[src/rtl/mem_access_unit_if.sv]
// Word-addressed data-memory bus between the memory stage and external data memory.
// The master modport is the requester; the slave modport is the memory.
interface mem_access_unit_if #(
  parameter int unsigned ADDR_W = 10
) ();
  logic              mem_req;
  logic              mem_we;
  logic [ADDR_W-1:0] mem_addr;
  logic [31:0]       mem_wdata;
  logic              mem_ack;
  logic [31:0]       mem_rdata;

  modport master (
    output mem_req, mem_we, mem_addr, mem_wdata,
    input  mem_ack, mem_rdata
  );

  modport slave (
    input  mem_req, mem_we, mem_addr, mem_wdata,
    output mem_ack, mem_rdata
  );
endinterface

[src/rtl/mem_access_unit.sv]
// Data-memory stage after the ALU: the load/store req/ack handshake stalls the PC until the access
// completes or times out. Non-memory results pass straight through to writeback.
module mem_access_unit #(
  parameter int unsigned ADDR_W  = 10,
  parameter int unsigned TIMEOUT = 16
) (
  input  logic               clock,
  input  logic               reset,
  input  logic               mem_read,
  input  logic               mem_write,
  input  logic               reg_write,
  input  logic [31:0]        data_ULA,
  input  logic [31:0]        data_tgt,
  mem_access_unit_if.master  mem,
  output logic               stall,
  output logic               wb_valid,
  output logic [31:0]        data_wb,
  output logic               mem_err
);
  localparam int unsigned CNT_W = $clog2(TIMEOUT + 1);

  typedef enum logic [1:0] {IDLE = 2'd0, BUSY = 2'd1, DONE = 2'd2} state_t;

  state_t            state, state_nxt;
  logic [CNT_W-1:0]  cnt_q;
  logic              req_q;
  logic              we_q;
  logic [ADDR_W-1:0] addr_q;
  logic [31:0]       wdata_q;
  logic [31:0]       rdata_q;

  logic mem_op_c;
  logic oor_c;
  logic timeout_c;

  assign mem_op_c  = mem_read | mem_write;
  assign oor_c     = (data_ULA >> ADDR_W) != 32'd0;
  assign timeout_c = cnt_q == CNT_W'(TIMEOUT - 1);

  assign mem.mem_req   = req_q;
  assign mem.mem_we    = we_q;
  assign mem.mem_addr  = addr_q;
  assign mem.mem_wdata = wdata_q;

  // State register
  always_ff @(posedge clock or negedge reset) begin
    if (!reset) state <= IDLE;
    else        state <= state_nxt;
  end

  // Next-state logic; DONE always returns to IDLE so held op inputs never re-trigger
  always_comb begin
    state_nxt = state;
    unique case (state)
      IDLE:    if (mem_op_c) state_nxt = oor_c ? DONE : BUSY;
      BUSY:    if (mem.mem_ack || timeout_c) state_nxt = DONE;
      DONE:    state_nxt = IDLE;
      default: state_nxt = IDLE;
    endcase
  end

  // Stall and writeback outputs; forced low while reset is held
  always_comb begin
    stall    = 1'b0;
    wb_valid = 1'b0;
    data_wb  = 32'd0;
    if (reset) begin
      unique case (state)
        IDLE: begin
          if (mem_op_c) begin
            stall = 1'b1;
          end else begin
            wb_valid = reg_write;
            data_wb  = data_ULA;
          end
        end
        BUSY: stall = 1'b1;
        DONE: begin
          if (we_q) begin
            data_wb = data_ULA;
          end else begin
            wb_valid = reg_write;
            data_wb  = rdata_q;
          end
        end
        default: ;
      endcase
    end
  end

  // Request latches, timeout counter, read-data latch and sticky error
  always_ff @(posedge clock or negedge reset) begin
    if (!reset) begin
      cnt_q   <= '0;
      req_q   <= 1'b0;
      we_q    <= 1'b0;
      addr_q  <= '0;
      wdata_q <= 32'd0;
      rdata_q <= 32'd0;
      mem_err <= 1'b0;
    end else begin
      unique case (state)
        IDLE: begin
          if (mem_op_c) begin
            we_q <= mem_write;
            if (oor_c) begin
              mem_err <= 1'b1;
              rdata_q <= 32'd0;
            end else begin
              addr_q  <= data_ULA[ADDR_W-1:0];
              wdata_q <= data_tgt;
              req_q   <= 1'b1;
              cnt_q   <= '0;
            end
          end
        end
        BUSY: begin
          if (mem.mem_ack) begin
            req_q <= 1'b0;
            if (!we_q) rdata_q <= mem.mem_rdata;
          end else if (timeout_c) begin
            req_q   <= 1'b0;
            mem_err <= 1'b1;
            rdata_q <= 32'd0;
          end else begin
            cnt_q <= cnt_q + CNT_W'(1);
          end
        end
        default: ;
      endcase
    end
  end
endmodule

[src/flat_wrapper.sv]
// flat-port wrapper written by rule: the top's interface ports become plain ports
module mem_access_unit_flat 
#(
  parameter int unsigned ADDR_W  = 10,
  parameter int unsigned TIMEOUT = 16
)
  (clock, reset, mem_read, mem_write, reg_write, data_ULA, data_tgt, stall, wb_valid, data_wb, mem_err, mem_mem_req, mem_mem_we, mem_mem_addr, mem_mem_wdata, mem_mem_ack, mem_mem_rdata);
  mem_access_unit_if #(.ADDR_W(ADDR_W)) mem_i ();
  input  logic clock;
  input  logic reset;
  input  logic mem_read;
  input  logic mem_write;
  input  logic reg_write;
  input  logic [31:0] data_ULA;
  input  logic [31:0] data_tgt;
  output logic stall;
  output logic wb_valid;
  output logic [31:0] data_wb;
  output logic mem_err;
  output wire logic [$bits(mem_i.mem_req)-1:0] mem_mem_req;
  output wire logic [$bits(mem_i.mem_we)-1:0] mem_mem_we;
  output wire logic [$bits(mem_i.mem_addr)-1:0] mem_mem_addr;
  output wire logic [$bits(mem_i.mem_wdata)-1:0] mem_mem_wdata;
  input wire logic [$bits(mem_i.mem_ack)-1:0] mem_mem_ack;
  input wire logic [$bits(mem_i.mem_rdata)-1:0] mem_mem_rdata;
  assign mem_mem_req = mem_i.mem_req;
  assign mem_mem_we = mem_i.mem_we;
  assign mem_mem_addr = mem_i.mem_addr;
  assign mem_mem_wdata = mem_i.mem_wdata;
  assign mem_i.mem_ack = mem_mem_ack;
  assign mem_i.mem_rdata = mem_mem_rdata;
  mem_access_unit #(.ADDR_W(ADDR_W), .TIMEOUT(TIMEOUT)) u_core (.clock(clock), .reset(reset), .mem_read(mem_read), .mem_write(mem_write), .reg_write(reg_write), .data_ULA(data_ULA), .data_tgt(data_tgt), .mem(mem_i), .stall(stall), .wb_valid(wb_valid), .data_wb(data_wb), .mem_err(mem_err));
endmodule
[config.mk]
export PLATFORM = sky130hd
export DESIGN_NAME = mem_access_unit_flat
export DESIGN_NICKNAME = d
export VERILOG_FILES = /design/src/rtl/mem_access_unit_if.sv /design/src/rtl/mem_access_unit.sv /design/src/flat_wrapper.sv
export SDC_FILE = /design/constraint.sdc
export NUM_CORES = 1
export LEC_CHECK = 0
export ABC_AREA = 1
export ABC_CLOCK_PERIOD_IN_PS = 1940
export CAP_MARGIN = 20
export CORE_UTILIZATION = 45
export CTS_BUF_LIST = sky130_fd_sc_hd__clkbuf_4
export DETAILED_ROUTE_END_ITERATION = 16
export PLACE_DENSITY = 0.79
export SLEW_MARGIN = 20
export SYNTH_ARGS = -nofsm -noshare
export SYNTH_HDL_FRONTEND = slang
export SYNTH_SLANG_ARGS = --single-unit
[constraint.sdc]
create_clock -name clock -period 1.94 [get_ports clock]
set_clock_uncertainty 0.05 [all_clocks]
set_input_delay 0.291 -clock clock [delete_from_list [all_inputs] [get_ports clock]]
set_output_delay 0.291 -clock clock [all_outputs]
set_load 0.05 [all_outputs]
# Word-level counts from Yosys, hierarchy flattened
# Cells that the tools add are included.
totals:
  out_inout_bits: 79
  regBits: 84
op_classes:
  muxes: 36
  bitwise: 2
  addsub: 1
  n_eq_ne: 12
  reduce_logical: 11
op_table:
  columns: ["cell", "count"]
  rows:
  - ["two-way mux 32 bit", 8]
  - ["one-hot mux 32 bit (2 select lines)", 2]
  - ["nonzero test 32 bit", 1]
  - ["two-way mux 5 bit", 4]
  - ["AND reduction 5 bit", 3]
  - ["two-way mux 1 bit", 13]
  - ["one-hot mux 5 bit (2 select lines)", 1]
  - ["inequality test 2 x 1 -> 1 bit (second input constant)", 4]
  - ["one-hot mux 1 bit (2 select lines)", 4]
  - ["two-way mux 2 bit", 3]
  - ["inequality test 2 bit (second input constant)", 3]
  - ["adder 5 x 1 -> 5 bit (second input constant)", 1]
  - ["equality test 5 x 4 -> 1 bit (second input constant)", 1]
  - ["one-hot mux 2 bit (2 select lines)", 1]
  - ["AND reduction 2 bit", 2]
  - ["AND reduction 4 bit", 1]
  - ["inequality test 3 x 2 -> 1 bit (second input constant)", 1]
  - ["inequality test 3 bit (second input constant)", 1]
  - ["AND reduction 3 bit", 1]
  - ["equality test 2 x 1 -> 1 bit (second input constant)", 1]
  - ["equality test 2 bit (second input constant)", 1]
  - ["zero test 2 bit", 1]
  - ["nonzero test 2 bit", 1]
  - ["logical OR 1 bit", 1]
  - ["2 further kinds", 2]

# Depth between registers and ports, before layout
logic_depth:
  ltp_word: 4
  depth_mapped: 12
  depth_no_buf: 11

# Worst setup path after synthesis
# OpenSTA, ideal clock, no wires.
synth_timing:
  path_kind: "reg-to-output"
  from: "register u_core.we_q, in the netlist u_core.mem.mem_we"
  to: "output port data_wb[10]"
  arrival_ns: 2.208
  setup_slack_ns: -0.609
  path_stages_with_launch: 7
  path_cell_list: "dfrtp_1 clkbuf_1 clkbuf_1 nor2_1 nor2_1 o21ai_0 a21oi_1"
synth_via:
  elab_chain_cells: 3
synth_lines:
  columns: ["element", "line_no", "rtl"]
  rows:
  - ["start: declaration", "mem_access_unit.sv:27", "logic we_q;"]
  - ["start signal: assignment", "mem_access_unit.sv:105", "we_q <= mem_write;"]
  - ["two-way mux 32 bit", "mem_access_unit.sv:79", "if (we_q) begin"]
  - ["one-hot mux 32 bit (2 select lines)", "mem_access_unit.sv:68", "unique case (state)"]
  - ["two-way mux 32 bit", "mem_access_unit.sv:67", "if (reset) begin"]
  - ["end: declaration", "flat_wrapper.sv:18", "output logic [31:0] data_wb;"]
# No other way between the ends.

# Worst setup path after layout
layout_timing:
  from: "register u_core.state[0]"
  to: "output port data_wb[24]"
layout_via:
  elab_chain_cells: 3
layout_lines:
  columns: ["element", "line_no", "rtl"]
  rows:
  - ["start: declaration", "mem_access_unit.sv:24", "state_t state, state_nxt;"]
  - ["start signal: assignment", "mem_access_unit.sv:48", "else state <= state_nxt;"]
  - ["equality test 2 bit or zero test 2 bit (tied branches)", "mem_access_unit.sv:68", null]
  - ["one-hot mux 32 bit (2 select lines) *", "mem_access_unit.sv:68", null]
  - ["two-way mux 32 bit *", "mem_access_unit.sv:67", null]
# Mark *: on every way between the ends. The rest lies on a longest branch, timed or not.

==> impl_results.md <==
- Register area share after synthesis: 43.6%
- # diodes: 0
- Floorplan row count: 37
- Synth-to-layout area growth: 74.3%
- Via-per-instance ratio: 5.34
- Vias: 5,653
- Routing usage on met1: 34.5%
- Worst-path clk slew: 0.15 ns
- Max-slew violations: 0
- Num ports: 181
- Commonest non-fill, non-tap cell in the layout: nand2_1
- Share of cells above drive strength 1: 25.4%
- Sink Count: 84
- Most frequent cells in the layout: 125 x nand2_1, 118 x nor2_1, 100 x clkdlybuf4s50_1
- Power per cell area: 564 mW/mm2
- Setup Viol. Count Final: 67
- Die area: 0.0111 mm2
- Min Hold Slack: -0.0903 ns
- IO buf count: 180
- Critical path capture point type: primary output
- Slowest cell delay on critical path: 0.43 ns
- DR WL/cell: 16.6 um
- Grt ovf: 0
- Total Nets Final: 1,022
- H-tree levels: 3
- Syn Area/Cell: 6.80 um2
- Post-route DRC: 0
- Die span in x: 106 um
- Mapped Cells: 709
- CTS root buf: clkbuf_4
- Total Wirelength: 17,500 um
- Grt met3 use: 4.58%
- Max Cap Viol: 0
- Synth area leaders: dfrtp_1 44%, nand2_1 15%, nor2_1 9.7%, inv_1 7.3%, nand4_1 4.3%
- Flops & latches, synth: 84
- Failing checks: negative hold slack, negative setup slack
- Worst Setup SP: u_core.state[0]
- Synth top area share: 43.6%
- GP Congestion: 0.863
- Syn_nets: 813
- Worst endpoint required time: 1.60 ns
- Startpoint Class: register
- CP Capture Point: data_wb[24]
- Die Height: 106 um
- Headroom to the max-slew limit: 48.1%
- Final std cells w/o fill: 1,059
- Fin. Hold Viols: 84
- TritonCTS buffer count: 9
- Antenna-violating nets left: 0
- Pre-Repair DR Iteration Count: 5
- GRT Util Overall: 28.4%
- Warnings, synthesis: 0
- Reg2reg end: u_core.rdata_q[20]
- Core Box Area: 0.0104 mm2
- Peak VDD IR: 0.000396 V
- CP arrival: 1.98 ns
- Leak Pwr: 3.78 nW
- Cell variety after synth: 23
- Placed cell count: 1,019
- Crit Path Category: reg -> out
- Post-route cell area: 0.00840 mm2
- Max Root-Sink Buffers: 2
- Initial core utilization: 46.5%
- Grt met2 use: 49.7%
- Reg2reg path depth: 12
- Flop-to-flop setup slack: -0.16 ns
- Fmax: 0.431 GHz
- Vias in the first global route: 5,351
- Final worst setup slack: -0.382 ns
- Period utilization: 120%
- Synth area leader: dfrtp_1
- Most Crowded Layer GR: met2
- Initial antenna violation count: 0
- Cell-by-cell trace of the critical path: inv_1, nand2_1, buf_4, nor2_1, o21ai_0, a21oi_4, buf_12
- Slowest cell on the critical path: dfrtp_1
- Post-Syn Area: 0.00482 mm2
- Worst-path fanout max: 20
- Global-route wire length before repair: 25,100 um
- Min cycle time layout: 2.32 ns
- Violation count after the first detailed-routing iteration: 495
- Status: finished, violations left
- Placed Area: 0.00756 mm2
- Unrepaired setup endpoints after global routing: yes
- Largest net degree at the start of global routing: 85
- CTS tree: built
- Clk_lat worst skew: 0.45 ns
- Dpl hpwl: 11,100 um
- Reg-to-Reg Start: u_core.cnt_q[0]
- Tightest Pin Transition: 0.778 ns
- Min-Delay Path Class: in -> async
## where the power goes
part           internal, mW  total (mW)  switching (mW)
sequential             1.76        1.77          0.0121
clock                 0.542        1.23           0.686
combinational         0.802        1.74           0.937
## worst max-delay path, delay by kind of cell, from the launching register on
family	cells	cell delay, ns
buf+inv	3	0.47
simple gates	2	0.22
flops	1	0.43
compound gates	2	0.41
## per-stage QoR
stage	util [%]	setup WS [ns]	total power, mW	hold WS, ns	setup TNS [ns]
6_report	81.0	-0.382	4.74	-0.0903	-13.72
5_1_grt	81.0	-0.476	4.89	-0.000278	-17.92
4_1_cts	75.7	-0.324	4.54	0.110	-9.83
3_5_place_dp	72.9	-0.199	3.27	0.400	-12.15
3_3_place_gp	72.9	-0.128	3.25	0.401	-6.30
2_1_floorplan	-	-0.0982	2.54	-0.0546	-0.201
## layer usage
layer	vias to the layer above	share of wire (%)
li1	2628	-
met1	2635	37
met2	327	50
met3	63	8.8
met4	0	4.5
met5	-	0
## cells by family (layout without fill, tap and decap cells)
logic type / after synthesis / in the layout / share of synthesized area (%)
XOR/XNOR: 1 / 1 / 0.182
buffers and inverters: 141 / 355 / 12.7
AO/OA/AOI/OAI: 110 / 110 / 11.5
AND/OR/NAND/NOR: 371 / 371 / 31.5
adder cells (fa/ha/maj): 2 / 2 / 0.519
flip-flops: 84 / 84 / 43.6
## flip-flops by register name (all words and copies together) (netlist names)
register and cells:
u_core.state 2, u_core.mem_err 1, u_core.mem.mem_wdata 32, u_core.mem.mem_req 1
u_core.rdata_q 32, u_core.mem.mem_addr 10, u_core.cnt_q 5, u_core.mem.mem_we 1
## area by class of cell
class,instances,area [um2]
Clock buffer,9,67.6
Inverter,97,365
Clock inverter,7,105
Tap cell,136,170
Sequential cell,84,2100
Timing Repair Buffer,242,2750
Multi-Input combinational cell,484,2840
Fill cell,655,1970
## synth_stat cells
| cell type | count |
|---|---|
| a21oi_1 | 32 |
| buf_2 | 6 |
| nand3_2 | 1 |
| nor2_2 | 4 |
| nor2_1 | 124 |
| xor2_1 | 1 |
| nor2_4 | 1 |
| or2_1 | 1 |
| o21ai_0 | 37 |
| inv_1 | 94 |
| nand2_1 | 193 |
| dfrtp_1 | 84 |
| buf_1 | 2 |
| nand4_1 | 33 |
| ha_1 | 2 |
| a21o_1 | 1 |
| clkinv_1 | 2 |
| o21ai_1 | 40 |
| buf_6 | 10 |
| inv_2 | 1 |
| clkbuf_1 | 26 |
| nand3_1 | 13 |
| and2_1 | 1 |
## worst min-delay path by stage
| stage | to | depth (start not counted) | startpoint | slack, ns |
|---|---|---|---|---|
| floorplan | u_core.cnt_q[0] | 0 | reset | -0.05 |
| global placement | u_core.mem_err | 1 | u_core.mem_err | 0.40 |
| detailed placement | u_core.mem_err | 1 | u_core.mem_err | 0.40 |
| CTS | u_core.mem.mem_wdata[17] | 2 | reset | 0.11 |
| global route | u_core.mem.mem_wdata[16] | 2 | reset | -0.0003 |
| finish | u_core.mem.mem_wdata[16] | 2 | reset | -0.09 |
## timing repair
item | 4_1_cts | 5_1_grt
setup endpoints to repair | 111 | 74
hold buffers | 0 | 0
pin swaps | 7 | 25
setup buffers | 7 | 13
resized for setup | 64 | 123
gates cloned | 2 | 3
endpoints found under the hold margin | 0 | 0
No activity file was read; power rests on OpenSTA's default activity.
